### src/rtl/hvpp_pkg.sv
// rtl/hvpp_pkg.sv - shared op codes, FSM states and control-pin indices for the HVPP sequencer
package hvpp_pkg;

  typedef enum logic [1:0] {
    OP_LOAD  = 2'd0,
    OP_PROG  = 2'd1,
    OP_READ  = 2'd2,
    OP_PAGEL = 2'd3
  } hvpp_op_e;

  typedef enum logic [3:0] {
    S_IDLE,
    S_SETUP,
    S_PULSE,
    S_HOLD,
    S_GUARD,
    S_WAIT_RDY,
    S_TURN,
    S_SETTLE,
    S_RESP
  } hvpp_state_e;

  // Bit positions inside the {bs2,bs1,xa1,xa0} control nibble
  localparam int CTRL_XA0 = 0;
  localparam int CTRL_XA1 = 1;
  localparam int CTRL_BS1 = 2;
  localparam int CTRL_BS2 = 3;

  function automatic int max_int(input int a, input int b);
    return (a > b) ? a : b;
  endfunction

endpackage

### src/rtl/avr_hvpp_sequencer_if.sv
// rtl/avr_hvpp_sequencer_if.sv - host command/response bundle between register decoder and sequencer
interface avr_hvpp_sequencer_if;
  logic       cmd_valid;
  logic       cmd_ready;
  logic [1:0] cmd_op;
  logic [3:0] cmd_ctrl;
  logic [7:0] cmd_data;
  logic       rsp_valid;
  logic [7:0] rsp_data;
  logic       rsp_err;
  logic       busy;

  modport master (
    output cmd_valid, cmd_op, cmd_ctrl, cmd_data,
    input  cmd_ready, rsp_valid, rsp_data, rsp_err, busy
  );

  modport slave (
    input  cmd_valid, cmd_op, cmd_ctrl, cmd_data,
    output cmd_ready, rsp_valid, rsp_data, rsp_err, busy
  );
endinterface

### src/rtl/hvpp_sync2.sv
// rtl/hvpp_sync2.sv - two-flop synchroniser for the asynchronous RDY/BSY pin, resets to 0
module hvpp_sync2 (
  input  logic clk,
  input  logic rst_n,
  input  logic d,
  output logic q
);
  logic meta;

  always_ff @(posedge clk or negedge rst_n) begin
    if (!rst_n) begin
      meta <= 1'b0;
      q    <= 1'b0;
    end else begin
      meta <= d;
      q    <= meta;
    end
  end
endmodule

### src/rtl/avr_hvpp_sequencer.sv
// rtl/avr_hvpp_sequencer.sv - one HVPP primitive (LOAD/PROG/READ/PAGEL) per host command, owns all pin timing
// HVPP_RDY_TIMEOUT_EN: when defined, the RDY wait aborts after TIMEOUT_CYC cycles and reports rsp_err.
module avr_hvpp_sequencer
  import hvpp_pkg::*;
#(
  parameter int SETUP_CYC   = 2,
  parameter int PULSE_CYC   = 4,
  parameter int HOLD_CYC    = 2,
  parameter int GUARD_CYC   = 8,
  parameter int SETTLE_CYC  = 8,
  parameter int TIMEOUT_CYC = 480000,
  parameter int CNT_W       = 20
) (
  input  logic                   clk,
  input  logic                   rst_n,
  avr_hvpp_sequencer_if.slave    bus,
  output logic                   dut_xa0,
  output logic                   dut_xa1,
  output logic                   dut_bs1,
  output logic                   dut_bs2,
  output logic                   dut_xtal,
  output logic                   dut_pagel,
  output logic                   dut_wr_n,
  output logic                   dut_oe_n,
  output logic [7:0]             dut_data_o,
  output logic                   dut_data_oe,
  input  logic [7:0]             dut_data_i,
  input  logic                   dut_rdy
);

  localparam int MAX_CYC = max_int(max_int(max_int(SETUP_CYC, PULSE_CYC), max_int(HOLD_CYC, GUARD_CYC)),
                                   max_int(SETTLE_CYC, TIMEOUT_CYC));

  if (MAX_CYC >= (1 << CNT_W)) begin : g_cnt_w_too_small
    $error("CNT_W cannot hold the longest timed state");
  end

  hvpp_state_e      state;
  hvpp_op_e         op_q;
  hvpp_op_e         cmd_op_e;
  logic [CNT_W-1:0] cnt;
  logic [3:0]       ctrl_q;
  logic             cmd_ready_q;
  logic             busy_q;
  logic             rsp_valid_q;
  logic [7:0]       rsp_data_q;
  logic             rdy_s;
  logic             done;
  logic             resp_go;

  assign cmd_op_e = hvpp_op_e'(bus.cmd_op);
  assign done     = (cnt == '0);

  hvpp_sync2 u_rdy_sync (
    .clk   (clk),
    .rst_n (rst_n),
    .d     (dut_rdy),
    .q     (rdy_s)
  );

`ifdef HVPP_RDY_TIMEOUT_EN
  logic rsp_err_q;
  logic timeout_go;
  assign bus.rsp_err = rsp_err_q;
`else
  assign bus.rsp_err = 1'b0;
`endif

  assign bus.cmd_ready = cmd_ready_q;
  assign bus.busy      = busy_q;
  assign bus.rsp_valid = rsp_valid_q;
  assign bus.rsp_data  = rsp_data_q;

  assign dut_xa0 = ctrl_q[CTRL_XA0];
  assign dut_xa1 = ctrl_q[CTRL_XA1];
  assign dut_bs1 = ctrl_q[CTRL_BS1];
  assign dut_bs2 = ctrl_q[CTRL_BS2];

  // Every path into RESP is decided here so the response side effects live in one place
  always_comb begin
    resp_go = 1'b0;
`ifdef HVPP_RDY_TIMEOUT_EN
    timeout_go = 1'b0;
`endif
    case (state)
      S_HOLD:   resp_go = done && (op_q != OP_PROG);
      S_GUARD:  resp_go = done && rdy_s;
      S_WAIT_RDY: begin
`ifdef HVPP_RDY_TIMEOUT_EN
        timeout_go = done && !rdy_s;
        resp_go    = rdy_s || timeout_go;
`else
        resp_go    = rdy_s;
`endif
      end
      S_SETTLE: resp_go = done;
      default:  resp_go = 1'b0;
    endcase
  end

  always_ff @(posedge clk or negedge rst_n) begin
    if (!rst_n) begin
      state       <= S_IDLE;
      op_q        <= OP_LOAD;
      cnt         <= '0;
      ctrl_q      <= '0;
      cmd_ready_q <= 1'b1;
      busy_q      <= 1'b0;
      rsp_valid_q <= 1'b0;
      rsp_data_q  <= '0;
      dut_xtal    <= 1'b0;
      dut_pagel   <= 1'b0;
      dut_wr_n    <= 1'b1;
      dut_oe_n    <= 1'b1;
      dut_data_o  <= '0;
      dut_data_oe <= 1'b0;
`ifdef HVPP_RDY_TIMEOUT_EN
      rsp_err_q   <= 1'b0;
`endif
    end else begin
      cnt <= cnt - 1'b1;
      case (state)
        S_IDLE: begin
          if (bus.cmd_valid) begin
            op_q        <= cmd_op_e;
            ctrl_q      <= bus.cmd_ctrl;
            cmd_ready_q <= 1'b0;
            busy_q      <= 1'b1;
            if (cmd_op_e == OP_READ) begin
              state <= S_TURN;
            end else begin
              state <= S_SETUP;
              cnt   <= CNT_W'(SETUP_CYC - 1);
            end
            if (cmd_op_e == OP_LOAD) begin
              dut_data_o  <= bus.cmd_data;
              dut_data_oe <= 1'b1;
            end
          end
        end
        S_SETUP: begin
          if (done) begin
            state     <= S_PULSE;
            cnt       <= CNT_W'(PULSE_CYC - 1);
            dut_xtal  <= (op_q == OP_LOAD);
            dut_wr_n  <= (op_q != OP_PROG);
            dut_pagel <= (op_q == OP_PAGEL);
          end
        end
        S_PULSE: begin
          if (done) begin
            state     <= S_HOLD;
            cnt       <= CNT_W'(HOLD_CYC - 1);
            dut_xtal  <= 1'b0;
            dut_wr_n  <= 1'b1;
            dut_pagel <= 1'b0;
          end
        end
        S_HOLD: begin
          if (done && op_q == OP_PROG) begin
            state <= S_GUARD;
            cnt   <= CNT_W'(GUARD_CYC - 1);
          end
        end
        S_GUARD: begin
          if (done) begin
            state <= S_WAIT_RDY;
`ifdef HVPP_RDY_TIMEOUT_EN
            cnt   <= CNT_W'(TIMEOUT_CYC - 1);
`endif
          end
        end
        S_WAIT_RDY: begin
          state <= S_WAIT_RDY;
        end
        // One idle cycle with both sides off the bus before /OE opens the DUT drivers
        S_TURN: begin
          state    <= S_SETTLE;
          cnt      <= CNT_W'(SETTLE_CYC - 1);
          dut_oe_n <= 1'b0;
        end
        S_SETTLE: begin
          if (done) begin
            rsp_data_q <= dut_data_i;
          end
        end
        S_RESP: begin
          state       <= S_IDLE;
          rsp_valid_q <= 1'b0;
          cmd_ready_q <= 1'b1;
          busy_q      <= 1'b0;
`ifdef HVPP_RDY_TIMEOUT_EN
          rsp_err_q   <= 1'b0;
`endif
        end
        default: state <= S_IDLE;
      endcase

      if (resp_go) begin
        state       <= S_RESP;
        rsp_valid_q <= 1'b1;
        ctrl_q      <= '0;
        dut_data_oe <= 1'b0;
        dut_oe_n    <= 1'b1;
`ifdef HVPP_RDY_TIMEOUT_EN
        rsp_err_q   <= timeout_go;
`endif
      end
    end
  end

endmodule

### src/flat_wrapper.sv
// flat-port wrapper written by rule: the top's interface ports become plain ports
module avr_hvpp_sequencer_flat import hvpp_pkg::*;
#(
  parameter int SETUP_CYC   = 2,
  parameter int PULSE_CYC   = 4,
  parameter int HOLD_CYC    = 2,
  parameter int GUARD_CYC   = 8,
  parameter int SETTLE_CYC  = 8,
  parameter int TIMEOUT_CYC = 480000,
  parameter int CNT_W       = 20
)
  (clk, rst_n, dut_xa0, dut_xa1, dut_bs1, dut_bs2, dut_xtal, dut_pagel, dut_wr_n, dut_oe_n, dut_data_o, dut_data_oe, dut_data_i, dut_rdy, bus_cmd_valid, bus_cmd_op, bus_cmd_ctrl, bus_cmd_data, bus_cmd_ready, bus_rsp_valid, bus_rsp_data, bus_rsp_err, bus_busy);
  avr_hvpp_sequencer_if bus_i ();
  input  logic clk;
  input  logic rst_n;
  output logic dut_xa0;
  output logic dut_xa1;
  output logic dut_bs1;
  output logic dut_bs2;
  output logic dut_xtal;
  output logic dut_pagel;
  output logic dut_wr_n;
  output logic dut_oe_n;
  output logic [7:0] dut_data_o;
  output logic dut_data_oe;
  input  logic [7:0] dut_data_i;
  input  logic dut_rdy;
  input wire logic [$bits(bus_i.cmd_valid)-1:0] bus_cmd_valid;
  input wire logic [$bits(bus_i.cmd_op)-1:0] bus_cmd_op;
  input wire logic [$bits(bus_i.cmd_ctrl)-1:0] bus_cmd_ctrl;
  input wire logic [$bits(bus_i.cmd_data)-1:0] bus_cmd_data;
  output wire logic [$bits(bus_i.cmd_ready)-1:0] bus_cmd_ready;
  output wire logic [$bits(bus_i.rsp_valid)-1:0] bus_rsp_valid;
  output wire logic [$bits(bus_i.rsp_data)-1:0] bus_rsp_data;
  output wire logic [$bits(bus_i.rsp_err)-1:0] bus_rsp_err;
  output wire logic [$bits(bus_i.busy)-1:0] bus_busy;
  assign bus_i.cmd_valid = bus_cmd_valid;
  assign bus_i.cmd_op = bus_cmd_op;
  assign bus_i.cmd_ctrl = bus_cmd_ctrl;
  assign bus_i.cmd_data = bus_cmd_data;
  assign bus_cmd_ready = bus_i.cmd_ready;
  assign bus_rsp_valid = bus_i.rsp_valid;
  assign bus_rsp_data = bus_i.rsp_data;
  assign bus_rsp_err = bus_i.rsp_err;
  assign bus_busy = bus_i.busy;
  avr_hvpp_sequencer #(.SETUP_CYC(SETUP_CYC), .PULSE_CYC(PULSE_CYC), .HOLD_CYC(HOLD_CYC), .GUARD_CYC(GUARD_CYC), .SETTLE_CYC(SETTLE_CYC), .TIMEOUT_CYC(TIMEOUT_CYC), .CNT_W(CNT_W)) u_core (.clk(clk), .rst_n(rst_n), .bus(bus_i), .dut_xa0(dut_xa0), .dut_xa1(dut_xa1), .dut_bs1(dut_bs1), .dut_bs2(dut_bs2), .dut_xtal(dut_xtal), .dut_pagel(dut_pagel), .dut_wr_n(dut_wr_n), .dut_oe_n(dut_oe_n), .dut_data_o(dut_data_o), .dut_data_oe(dut_data_oe), .dut_data_i(dut_data_i), .dut_rdy(dut_rdy));
endmodule
### config.mk
export PLATFORM = sky130hd
export DESIGN_NAME = avr_hvpp_sequencer_flat
export DESIGN_NICKNAME = d
export VERILOG_FILES = /design/src/rtl/hvpp_pkg.sv /design/src/rtl/avr_hvpp_sequencer_if.sv /design/src/rtl/hvpp_sync2.sv /design/src/rtl/avr_hvpp_sequencer.sv /design/src/flat_wrapper.sv
export SDC_FILE = /design/constraint.sdc
export NUM_CORES = 1
export LEC_CHECK = 0
export CORE_ASPECT_RATIO = 0.5
export CORE_MARGIN = 2
export CORE_UTILIZATION = 49
export DETAILED_ROUTE_END_ITERATION = 6
export GPL_TIMING_DRIVEN = 0
export MAX_ROUTING_LAYER = met4
export PLACE_DENSITY_LB_ADDON = 0.25
export RECOVER_POWER = 50
export SLEW_MARGIN = 20
export SYNTH_ARGS = -nofsm -noshare
export SYNTH_HDL_FRONTEND = slang
export SYNTH_SLANG_ARGS = --single-unit
### constraint.sdc
create_clock -name clk -period 3.6 [get_ports clk]
set_clock_uncertainty 0.1 [all_clocks]
set_input_delay 0.72 -clock clk [delete_from_list [all_inputs] [get_ports clk]]
set_output_delay 0.72 -clock clk [all_outputs]
set_load 0.01 [all_outputs]
; ---- Word-level counts from Yosys, hierarchy flattened
; Cells that the tools add are included.
[classes]
reduce_logical = 22
eq_ne = 21
mux = 38
addsub = 1
[op_table]
columns = operator, n
row1 = $mux W20, 5
row2 = $pmux W20 S5, 1
row3 = $mux W4, 9
row4 = $pmux W4 S8, 1
row5 = $logic_not A20 Y1, 1
row6 = $sub A20 B1 Y20 const B, 1
row7 = $eq A4 B3 Y1 const B, 4
row8 = $mux W1, 15
row9 = $reduce_bool A2 Y1, 7
row10 = $ne A3 B1 Y1 const B, 4
row11 = $pmux W1 S2, 5
row12 = $reduce_and A3 Y1, 3
row13 = $eq A4 B2 Y1 const B, 2
row14 = $ne A2 B1 Y1 const B, 4
row15 = $reduce_and A2 Y1, 4
row16 = $reduce_and A6 Y1, 1
row17 = $eq A2 B2 Y1 const B, 2
row18 = $eq A4 B1 Y1 const B, 1
row19 = $eq A4 B4 Y1 const B, 1
row20 = $logic_not A2 Y1, 2
row21 = $logic_not A4 Y1, 1
row22 = $pmux W1 S4, 1
row23 = $logic_and A1 B1 Y1, 3
row24 = $mux W3, 1
row25 = other kinds (3), 3
[totals]
out_inout_bits = 29
in_bits = 26
register_bits = 56
elab_cells = 98

; ---- Longest topological paths before layout
; Gate-level depths: netlist of the first run.
[logic_depth]
word_depth = 5
ltp_mapped = 9
depth_no_buf = 8

; ---- Cells and area by module
; Synthesis of the first run repeated with hierarchy kept, for this count alone.
[hier_totals]
hier_cells = 255
area_unflattened_um2 = 2717.6
[modules_own_cells]
columns = module, cells_each, seq_area_each_um2, area_each_um2, instances
row1 = avr_hvpp_sequencer, 253, 1355.0, 2667.6, 1
row2 = hvpp_sync2, 2, 50.0, 50.0, 1

; ---- Worst setup path after synthesis of the first run
; No wires, ideal clock.
[synth_path]
path_kind = reg-to-reg
start = register u_core.cnt[13]
end = register u_core.rsp_data_q[0] (netlist: u_core.bus.rsp_data[0])
path_slack_ps = 801
path_buffers = 1
t_arrival_ps = 2574
period_less_slack_ps = 2799
setup_time_ps = 125
required_time_ps = 3375
path_stages_with_launch = 7
path_cell_list = dfrtp_1 > or4_4 > or4_4 > or3_1 > buf_6 > nor3_4 > mux2_2
[synth_between]
elab_chain_cells = 2
[synth_lines]
columns = item, line_no
row1 = "start, declared", avr_hvpp_sequencer.sv:41  ; logic [CNT_W-1:0] cnt;
row2 = "start signal, assigned", avr_hvpp_sequencer.sv:121  ; cnt <= cnt - 1'b1;
row3 = "start signal, assigned", avr_hvpp_sequencer.sv:133  ; cnt <= CNT_W'(SETUP_CYC - 1);
row4 = "start signal, assigned", avr_hvpp_sequencer.sv:144  ; cnt <= CNT_W'(PULSE_CYC - 1);
row5 = $logic_not A20 Y1, avr_hvpp_sequencer.sv:52  ; assign done = (cnt == '0);
row6 = $reduce_and A2 Y1 (no source line), n/a
row7 = "end signal, assigned", avr_hvpp_sequencer.sv:184  ; rsp_data_q <= dut_data_i;
row8 = "end, declared", avr_hvpp_sequencer.sv:46  ; logic [7:0] rsp_data_q;
; Every way passes these cells.
; A chain may end at the register's enable or synchronous reset.

; ---- Worst setup path in the final report of the first run
[layout_path]
start = register u_core.cnt[0]
end = register u_core.rsp_data_q[4] (netlist: u_core.bus.rsp_data[4])
; Same word-level chain as after synthesis.

==> results of run 1 <==
sequential cells by signal, indices dropped and copies added (netlist names):
register,flops
u_core.bus.cmd_ready,1
u_core.dut_pagel,1
u_core.dut_data_oe,1
u_core.u_rdy_sync.meta,1
u_core.bus.rsp_valid,1
u_core.dut_oe_n,1
u_core.ctrl_q,4
u_core.op_q,2
u_core.state,4
u_core.cnt,20
u_core.bus.busy,1
u_core.u_rdy_sync.q,1
u_core.dut_xtal,1
u_core.dut_data_o,8
u_core.dut_wr_n,1
u_core.bus.rsp_data,8
layout by cell type, fill, tap and decap left out, drive strengths merged, types with 9 or more instances in the layout:
cell type | Yosys | layout
clkbuf | 6 | 13
a21oi | 11 | 11
nor2 | 33 | 33
nor3 | 14 | 14
nand2 | 12 | 12
clkdlybuf4s50 | 0 | 42
dfrtp | 53 | 53
xnor2 | 14 | 14
dlygate4sd3 | 0 | 9
mux2 | 19 | 19
power by group through the flow:
stage | registers, mW | clock network [mW] | logic (mW)
floorplan | 1.12 | 0 | 0.757
global placement | 1.07 | 0 | 1.24
detailed placement | 1.09 | 0 | 1.28
CTS | 1.09 | 0.375 | 1.29
global route | 1.12 | 0.398 | 1.40
finish | 1.08 | 0.364 | 1.27
synth_stat cells, types with 3 or more instances:
| library cell | count |
|---|---|
| dfrtp_1 | 53 |
| nor2_1 | 33 |
| mux2_2 | 19 |
| xnor2_1 | 14 |
| nor3_1 | 13 |
| nand2_1 | 12 |
| a21oi_1 | 10 |
| inv_1 | 7 |
| clkbuf_1 | 6 |
| nand2b_1 | 6 |
| mux2i_1 | 4 |
| nor4_1 | 4 |
| o21ai_0 | 4 |
| o22ai_1 | 4 |
| xor2_1 | 4 |
| a211oi_1 | 3 |
| dfstp_2 | 3 |
| nand3_1 | 3 |
| nand4b_1 | 3 |
worst max-delay path by stage:
stage	from	endpoint	slack, ns	depth (start not counted)
final	u_core.cnt[0]	u_core.bus.rsp_data[4]	0.59	8
after global placement	rst_n	u_core.cnt[15]	0.08	1
after CTS	u_core.cnt[0]	u_core.bus.rsp_data[4]	0.59	8
after global routing	u_core.cnt[4]	u_core.cnt[15]	0.38	7
after floorplan	u_core.cnt[13]	u_core.bus.rsp_data[0]	0.80	6
after detailed placement	u_core.cnt[13]	u_core.bus.rsp_data[6]	0.61	6
logic make-up (layout without fill, tap and decap cells):
family / count (synthesis) / count (layout) / share of synthesized area (%)
simple gates: 88 / 88 / 17.8
fa+ha+maj: 1 / 1 / 0.488
flops: 56 / 56 / 54.8
mux: 23 / 23 / 9.90
buf+inv: 16 / 76 / 2.83
xor+xnor: 18 / 18 / 6.15
compound gates: 31 / 31 / 7.95
other cells: 1 / 1 / 0.146
per-stage QoR:
stage | instance area [um2] | hold WS [ns] | setup WS, ns | power (mW) | utilization, %
after CTS | 3270 | 0.264 | 0.585 | 2.75 | 65.6
after floorplan | 2560 | 0.231 | 0.801 | 1.88 | -
final | 3260 | 0.260 | 0.594 | 2.72 | 65.6
after global placement | 3170 | 0.233 | 0.0814 | 2.32 | 63.8
after detailed placement | 3170 | 0.240 | 0.610 | 2.37 | 63.7
after global routing | 3260 | 0.264 | 0.382 | 2.92 | 65.6
worst max-delay path, cell delays in order (launching register included):
cell	delay [ns]
dfrtp_1	0.42
inv_1	0.07
ha_1	0.19
nor3b_1	0.49
nand4b_1	0.30
or3_1	0.41
buf_6	0.15
nor3_4	0.39
mux2_2	0.39
routing by layer:
| layer | global-route usage (%) | part of all wire, % | up-vias |
|---|---|---|---|
| met5 | - | 0 | - |
| met4 | 5.26 | 0.86 | 0 |
| met3 | 6.56 | 7.2 | 4 |
| met2 | 34.1 | 48 | 63 |
| met1 | 24.6 | 44 | 924 |
| li1 | - | - | 925 |
cell type report:
class                           instances  area share, %
Tap cell                               70           2.68
Sequential cell                        56           43.0
Clock inverter                          2          0.422
Clock buffer                            6           2.53
Timing Repair Buffer                   52           15.8
Multi-Input combinational cell        162           33.3
Inverter                                7          0.805
Buffer                                  9           1.42
==> impl_metrics.env, run 1 <==
export IMPL_fmax_mhz=333
export IMPL_p_int_mw=1.69
export IMPL_synthFlopType="dfrtp_1"
export IMPL_start_util_pct=51.5
export IMPL_syn_area_per_cell_um2=11.0
export IMPL_combPwrFrac_pct=46.7
export IMPL_hold_start="u_core.u_rdy_sync.meta"
export IMPL_arrival_ns=3.11
export IMPL_drt_iter0_drc=100
export IMPL_final_cells=364
export IMPL_finalCritPeriodShare_pct=83.5
export IMPL_r2r_slack_ns=0.59
export IMPL_synth_top_area_share_pct=51.7
export IMPL_wl_per_cell_um=14.7
export IMPL_cts_htree_levels=2
export IMPL_swShare_pct=37.9
export IMPL_cts_sinks=56
export IMPL_cap_violations=0
export IMPL_end_kind="flop"
export IMPL_via_per_inst=5.26
export IMPL_io_pins=55
export IMPL_ys_top_cells_by_area="dfrtp_1 (52%), mux2_2 (8.3%), nor2_1 (4.8%)"
export IMPL_die_y_um=55.2
export IMPL_synth_seq_area_share_pct=54.8
export IMPL_synth_distinct_cells=43
export IMPL_fill_cells=402
export IMPL_antenna_found_initial=0
export IMPL_grt_pass1_wl_um=8740
export IMPL_core_um2=4980
export IMPL_final_nets=320
export IMPL_hold_buffers=0
export IMPL_postSynthCellCount=234
export IMPL_synth_seq_cells=56
export IMPL_ff2ff_path_depth=8
export IMPL_grt_pass1_vias=1902
export IMPL_setup_tns_ns=0
export IMPL_relSlewSlack_pct=9.52
export IMPL_die_w_um=106
export IMPL_hold_class="reg2reg"
export IMPL_rsz0062_at_grt="false"
export IMPL_ff_latch_area_um2=1410
export IMPL_gp_congestion=0.808
export IMPL_drcViolationCount=0
export IMPL_dieArea_um2=5860
export IMPL_grt_max_degree=57
export IMPL_drtPass1Iterations=4
export IMPL_hold_end="u_core.u_rdy_sync.q"
export IMPL_root_buffer="clkbuf_8"
export IMPL_path_class="reg2reg"
export IMPL_cts_resized=0
export IMPL_dp_hpwl_um=3800
export IMPL_area_delta_synth_final_pct=27.3
export IMPL_regToRegEndpoint="u_core.bus.rsp_data[4]"
export IMPL_clockPowerShare_pct=13.4
export IMPL_placed_cells=356
export IMPL_p_per_area_nw_per_um2=832
export IMPL_insertedDiodeCount=0
export IMPL_yosys_warnings=0
export IMPL_finalHoldViolCount=0
export IMPL_insertion_delay_ns=0.30
export IMPL_synth_async_sr_flop_share_pct=100
export IMPL_antenna_left=0
export IMPL_yosys_area_top_type="dfrtp_1"
export IMPL_pwr_share_seq_pct=39.9
export IMPL_setup_violations=0
export IMPL_finalWirelength_um=5360
export IMPL_post_cts_setup_buffers=0
export IMPL_fin_crit_ns=3.01
export IMPL_multi_input_area_um2=1090
export IMPL_grt_overflow_total=0
export IMPL_numCtsBuffers=5
export IMPL_slew_viol_final=0
export IMPL_crit_path_start_kind="flop"
export IMPL_worstPathRequired_ns=3.70
export IMPL_vias=1916
export IMPL_r2r_start="u_core.cnt[0]"
export IMPL_p_leak_nw=1.47
export IMPL_syn_cell_area_um2=2560
export IMPL_synth_edf_count=0
export IMPL_cts_tree="done"
export IMPL_worstHoldPathCells=0
export IMPL_io_buffers=52
export IMPL_worst_pin_slew_ns=1.36
export IMPL_drive_above_1_share_pct=13.9
export IMPL_p_switching_mw=1.03
export IMPL_clk_pin_slew_ns=0.10
export IMPL_cp_max_fo=8
export IMPL_outcome="complete, no violations"
export IMPL_ir_drop_mv=0.399
export IMPL_ctsLongestPathBuffers=2
export IMPL_grt_usage_pct=20.3
export IMPL_rows=18
export IMPL_synth_nets=261
Power figures use the tool's default switching activity.
==> run 2: changes to the inputs <==
- clock period: 3.6 -> 3 ns (I/O delays scaled with it)
==> run 2 against run 1 <==
Compared with the run above:
- final cell count up 0.27%
- first-iteration DRC count down 8.0%
- clock power up 21%
==> impl_metrics.env, run 2 (synthesized netlist as in run 1, its figures left out) <==
export IMPL_outcome="complete, no violations"
export IMPL_drtPass1Iterations=4
export IMPL_final_cell_mix="dfrtp_1 (53), clkdlybuf4s50_1 (42), nor2_1 (33)"
export IMPL_core_um2=4980
export IMPL_worst_pin_slew_ns=1.35
export IMPL_ff_latch_area_um2=1410
export IMPL_dp_slack_ns=0.00995
export IMPL_clk_pin_slew_ns=0.10
export IMPL_dp_hpwl_um=3800
export IMPL_path_class="reg2reg"
export IMPL_dpl_cell_area_um2=3170
export IMPL_total_power_mw=3.31
export IMPL_antenna_left=0
export IMPL_p_per_area_nw_per_um2=998
export IMPL_gp_congestion=0.808
export IMPL_hold_class="reg2reg"
export IMPL_ctsLongestPathBuffers=2
export IMPL_numCtsBuffers=5
export IMPL_arrival_ns=3.00
export IMPL_finalWirelength_um=5460
export IMPL_antenna_found_initial=0
export IMPL_crit_path_start_kind="flop"
export IMPL_grt_max_degree=57
export IMPL_dieArea_um2=5860
export IMPL_worstPathRequired_ns=3.10
export IMPL_rows=18
export IMPL_largest_reg_flops=20
export IMPL_insertedDiodeCount=0
export IMPL_fin_ws_ns=0.103
export IMPL_grt_pass1_wl_um=8780
export IMPL_insertion_delay_ns=0.31
export IMPL_r2r_start="u_core.cnt[13]"
export IMPL_post_route_util_pct=66.6
export IMPL_fin_crit_ns=2.90
export IMPL_fmax_mhz=345
export IMPL_setup_tns_ns=0
export IMPL_start_util_pct=51.5
export IMPL_die_w_um=106
export IMPL_area_delta_synth_final_pct=29.2
export IMPL_critPathLaunch="u_core.cnt[13]"
export IMPL_drcViolationCount=0
export IMPL_io_pins=55
export IMPL_relSlewSlack_pct=9.99
export IMPL_grt_usage_pct=20.4
export IMPL_regMostFlops="u_core.cnt"
export IMPL_fin_area_um2=3310
export IMPL_multi_input_area_um2=1110
export IMPL_finalCritPeriodShare_pct=96.6
export IMPL_hold_buffers=0
export IMPL_io_buffers=52
export IMPL_slew_viol_final=0
export IMPL_wl_per_cell_um=15.0
export IMPL_grt_pass1_vias=1907
export IMPL_cts_tree="done"
export IMPL_cts_htree_levels=2
export IMPL_cap_violations=0
export IMPL_grt_overflow_total=0
export IMPL_hold_start="u_core.u_rdy_sync.meta"
export IMPL_cp_max_fo=8
export IMPL_final_common_cell="dfrtp_1"
export IMPL_fill_cells=398
export IMPL_cts_sinks=56
export IMPL_die_y_um=55.2
export IMPL_p_leak_nw=1.49
export IMPL_root_buffer="clkbuf_8"
export IMPL_final_nets=321
export IMPL_ir_drop_mv=0.480
export IMPL_via_per_inst=5.34
export IMPL_end_kind="flop"
export IMPL_vias=1948
export IMPL_drt_iter0_drc=92
export IMPL_setup_violations=0
export IMPL_drive_above_1_share_pct=15.3
export IMPL_finalHoldViolCount=0
==> run 2: cell types whose count changed in the layout (fill, tap and decap cells not counted), sizes merged <==
| cell | delta |
|---|---|
| clkbuf | +1 |
==> run 2: final cells by class <==
class / instances / share of cell area (%)
plain buffers: 9 / 1.47
clock buffers: 6 / 2.49
clock inverters: 2 / 0.415
inverters: 7 / 0.793
multi-input cells: 162 / 33.6
flip-flops and latches: 56 / 42.4
well taps: 70 / 2.64
repair buffers: 53 / 16.2
==> run 2: worst paths after layout <==
kind                                               end  slack [ns]  cells after the start
worst max-delay path            u_core.bus.rsp_data[4]        0.10                      7
worst min-delay path               u_core.u_rdy_sync.q        0.26                      0
worst min register to register     u_core.u_rdy_sync.q        0.26                      0
worst max register to register  u_core.bus.rsp_data[4]        0.10                      7
max in group asynchronous              u_core.state[0]        1.51                      1
min in group asynchronous       u_core.bus.rsp_data[3]        0.48                      1
==> run 2: metal layers <==
layer / part of all wire, % / vias to the layer above / track usage, %
li1: - / 928 / -
met1: 44 / 959 / 24.8
met2: 48 / 57 / 34.2
met3: 6.8 / 4 / 6.56
met4: 0.64 / 0 / 5.26
met5: 0 / - / -
==> run 2: metrics by stage <==
step / hold slack [ns] / instances
4_1_cts: 0.254 / 364
2_1_floorplan: 0.204 / 234
5_1_grt: 0.264 / 365
3_3_place_gp: 0.233 / 356
3_5_place_dp: 0.240 / 356
6_report: 0.259 / 365
==> run 2: critical path: stages (launching register included) <==
cell     delay (ns)
dfrtp_1        0.44
or4_4          0.58
or4_4          0.47
or3_1          0.38
buf_6          0.15
nor3_4         0.20
buf_12         0.15
mux2_2         0.33
==> run 2: power by group <==
group | internal (mW) | leakage [nW] | switching [mW]
combinational | 0.783 | 0.713 | 0.775
sequential | 1.07 | 0.721 | 0.238
clock | 0.190 | 0.0516 | 0.249
==> run 2: repair_timing <==
action / 4_1_cts / 5_1_grt
pin swaps: 1 / 1
setup endpoints to repair: 8 / 18
gates resized for setup: 1 / 5
buffers inserted: 0 / 1
==> run 3: changes to the inputs <==
- ABC_AREA: unset -> 1
- CELL_PAD_IN_SITES_DETAIL_PLACEMENT: unset -> 1
- CELL_PAD_IN_SITES_GLOBAL_PLACEMENT: unset -> 1
- CORE_UTILIZATION: 49 -> 38
==> run 3 against run 2 <==
Compared with the run above:
- final cell count rose by 31%
- design area rose by 7.3%
- combinational power fell by 97%
- critical path type unchanged
- synthesized area rose by 7.0%
- fmax rose by 37%
- critical endpoint is now u_core.cnt[8]
- flip-flop and latch count did not move
- sequential power fell by 42%
- non-clock buffer count fell by 4
- critical path depth rose by 3
- routed wire length rose by 25%
- largest power group is now sequential cells
==> impl_metrics.env, run 3 <==
export IMPL_final_nets=413
export IMPL_post_cts_setup_buffers=0
export IMPL_worstPathRequired_ns=3.09
export IMPL_synth_top_family_by_area="simple AND/OR/NAND/NOR gates"
export IMPL_syn_area_per_cell_um2=8.42
export IMPL_cap_violations=0
export IMPL_drt_iter0_drc=87
export IMPL_worst_pin_slew_ns=1.40
export IMPL_ff2ff_path_depth=10
export IMPL_p_per_area_nw_per_um2=419
export IMPL_final_cell_mix="nand2_1 (66), nor2_1 (60), dfrtp_1 (53)"
export IMPL_finalWirelength_um=6830
export IMPL_synth_xor_area_share_pct=4.47
export IMPL_outcome="complete, no violations"
export IMPL_rows=21
export IMPL_r2r_slack_ns=0.88
export IMPL_synth_seq_area_share_pct=51.2
export IMPL_muxShareOfSynthArea_pct=3.28
export IMPL_core_um2=6830
export IMPL_arrival_ns=2.21
export IMPL_antenna_found_initial=0
export IMPL_cpMaxStageDelayCell="dfrtp_1"
export IMPL_drive_above_1_share_pct=8.79
export IMPL_postSynthCellCount=326
export IMPL_r2r_start="u_core.cnt[0]"
export IMPL_dpl_cell_area_um2=3390
export IMPL_setup_violations=0
export IMPL_root_buffer="clkbuf_16"
export IMPL_grt_max_degree=57
export IMPL_io_buffers=53
export IMPL_p_leak_nw=1.61
export IMPL_synth_top_area_share_pct=48.3
export IMPL_fin_crit_ns=2.12
export IMPL_die_y_um=64.1
export IMPL_worstPathCellList="inv_1, ha_1, nand2_1, nor2_4, nand3_4, nand2_1, nand2_2, nor2_4, buf_6, nor2_1"
export IMPL_synth_adder_area_share_pct=0.456
export IMPL_synth_distinct_cells=32
export IMPL_cts_resized=0
export IMPL_dp_hpwl_um=5280
export IMPL_placed_cells=471
export IMPL_path_class="reg2reg"
export IMPL_grt_pass1_vias=2543
export IMPL_end_kind="flop"
export IMPL_critPathCapture="u_core.cnt[8]"
export IMPL_multi_input_area_um2=1170
export IMPL_regMostFlops="u_core.cnt"
export IMPL_synth_nets=353
export IMPL_fin_area_um2=3550
export IMPL_gp_congestion=0.880
export IMPL_ys_top_cells_by_area="dfrtp_1 (48%), nand2_1 (9.0%), nor2_1 (8.1%)"
export IMPL_dieArea_um2=7960
export IMPL_slew_viol_final=0
export IMPL_rsz0062_at_grt="false"
export IMPL_yosys_area_top_type="dfrtp_1"
export IMPL_hold_class="reg2reg"
export IMPL_finalHoldViolCount=0
export IMPL_insertedDiodeCount=0
export IMPL_cts_htree_levels=2
export IMPL_final_cells=479
export IMPL_drcViolationCount=0
export IMPL_synth_seq_cells=56
export IMPL_critPathLaunch="u_core.cnt[0]"
export IMPL_synthFlopType="dfrtp_1"
export IMPL_finalCritPeriodShare_pct=70.7
export IMPL_hold_buffers=0
export IMPL_hold_start="u_core.u_rdy_sync.meta"
export IMPL_via_per_inst=4.91
export IMPL_ys_top_cells_by_count="nand2_1 (66), nor2_1 (59), dfrtp_1 (53), inv_1 (36), nand3_1 (21)"
export IMPL_cts_tree="done"
export IMPL_ff_latch_area_um2=1410
export IMPL_synth_edf_count=0
export IMPL_final_common_cell="nand2_1"
export IMPL_relSlewSlack_pct=6.84
export IMPL_cp_max_fo=10
export IMPL_wl_per_cell_um=14.3
export IMPL_ir_drop_mv=0.223
export IMPL_drtPass1Iterations=4
export IMPL_grt_overflow_total=0
export IMPL_vias=2350
export IMPL_io_pins=55
export IMPL_start_util_pct=40.2
export IMPL_syn_cell_area_um2=2740
export IMPL_clk_pin_slew_ns=0.07
export IMPL_ctsLongestPathBuffers=2
export IMPL_crit_path_start_kind="flop"
export IMPL_numCtsBuffers=5
export IMPL_regToRegEndpoint="u_core.cnt[8]"
export IMPL_synth_async_sr_flop_share_pct=100
export IMPL_antenna_left=0
export IMPL_area_delta_synth_final_pct=29.5
export IMPL_fmax_mhz=471
export IMPL_largest_reg_flops=20
export IMPL_die_w_um=124
export IMPL_synth_most_common_cell="nand2_1"
export IMPL_cts_sinks=56
export IMPL_synth_compound_area_share_pct=6.25
export IMPL_yosys_warnings=0
export IMPL_grt_usage_pct=19.9
export IMPL_synth_simple_area_share_pct=28.1
export IMPL_insertion_delay_ns=0.30
export IMPL_fill_cells=829
export IMPL_grt_pass1_wl_um=12000
export IMPL_cpPeakStageDelay_ns=0.39
run 3: cell types whose count changed in the layout (fill, tap and decap cells not counted), moves of 8 or more:
cell / previous run / this run
nand2_1: 12 / 66
inv_1: 7 / 36
nor2_1: 33 / 60
nand3_1: 3 / 21
mux2_2: 19 / 8
o21ai_0: 4 / 15
xnor2_1: 14 / 4
nor3_1: 13 / 5
run 3: layer usage:
| metal | vias up | GRT usage [%] | wire length, um |
|---|---|---|---|
| met2 | 35 | 33.3 | 3410 |
| li1 | 1152 | - | - |
| met5 | - | - | 0 |
| met4 | 0 | 4.35 | 63 |
| met1 | 1156 | 23.9 | 3060 |
| met3 | 7 | 6.07 | 300 |
run 3: kinds of logic after synthesis:
| family | after synthesis |
|---|---|
| AO/OA/AOI/OAI | 32 |
| XOR/XNOR | 14 |
| adder cells (fa/ha/maj) | 1 |
| buffers and inverters | 41 |
| flip-flops | 56 |
| multiplexers | 8 |
| other | 1 |
| AND/OR/NAND/NOR | 173 |
run 3: worst min-delay path by stage:
stage                           to  slack (ns)  cells past startpoint
2_1_floorplan      u_core.bus.busy        0.20                      0
3_3_place_gp   u_core.u_rdy_sync.q        0.24                      0
3_5_place_dp   u_core.u_rdy_sync.q        0.24                      0
4_1_cts        u_core.u_rdy_sync.q        0.26                      0
5_1_grt        u_core.u_rdy_sync.q        0.27                      0
6_report       u_core.u_rdy_sync.q        0.26                      0
run 3: worst max-delay path: cells and delay by family, from the launching register on:
kind,cells,cell delay [ns]
adders and majority gates,1,0.22
buffers and inverters,2,0.31
DFF,1,0.39
and+or+nand+nor,7,1.00
run 3: power breakdown:
part,switching (mW),internal (mW),total [mW],leakage (nW)
combinational,0.0236,0.0299,0.0535,0.909
clock,0.281,0.397,0.679,0.0804
sequential,0.000712,0.756,0.757,0.622
total,0.306,1.18,1.49,1.61
run 3: layout make-up:
class / count / share of cell area (%)
Clock buffer: 5 / 3.52
Clock inverter: 3 / 1.30
Multi-Input combinational cell: 229 / 32.9
Tap cell: 92 / 3.24
Buffer: 5 / 0.880
Inverter: 36 / 3.80
Timing Repair Buffer: 53 / 14.8
Sequential cell: 56 / 39.5
run 3: per-stage QoR:
stage / hold slack (ns) / util, % / worst slack (ns) / total power [mW] / TNS, ns
final: 0.257 / 52.0 / 0.879 / 1.49 / 0
after global routing: 0.273 / 52.0 / 0.669 / 1.55 / 0
after CTS: 0.259 / 52.1 / 0.836 / 1.51 / 0
after detailed placement: 0.242 / 49.6 / 0.662 / 0.827 / 0
after global placement: 0.237 / 49.6 / -0.456 / 0.825 / -23.93
after floorplan: 0.204 / - / 1.19 / 0.778 / 0
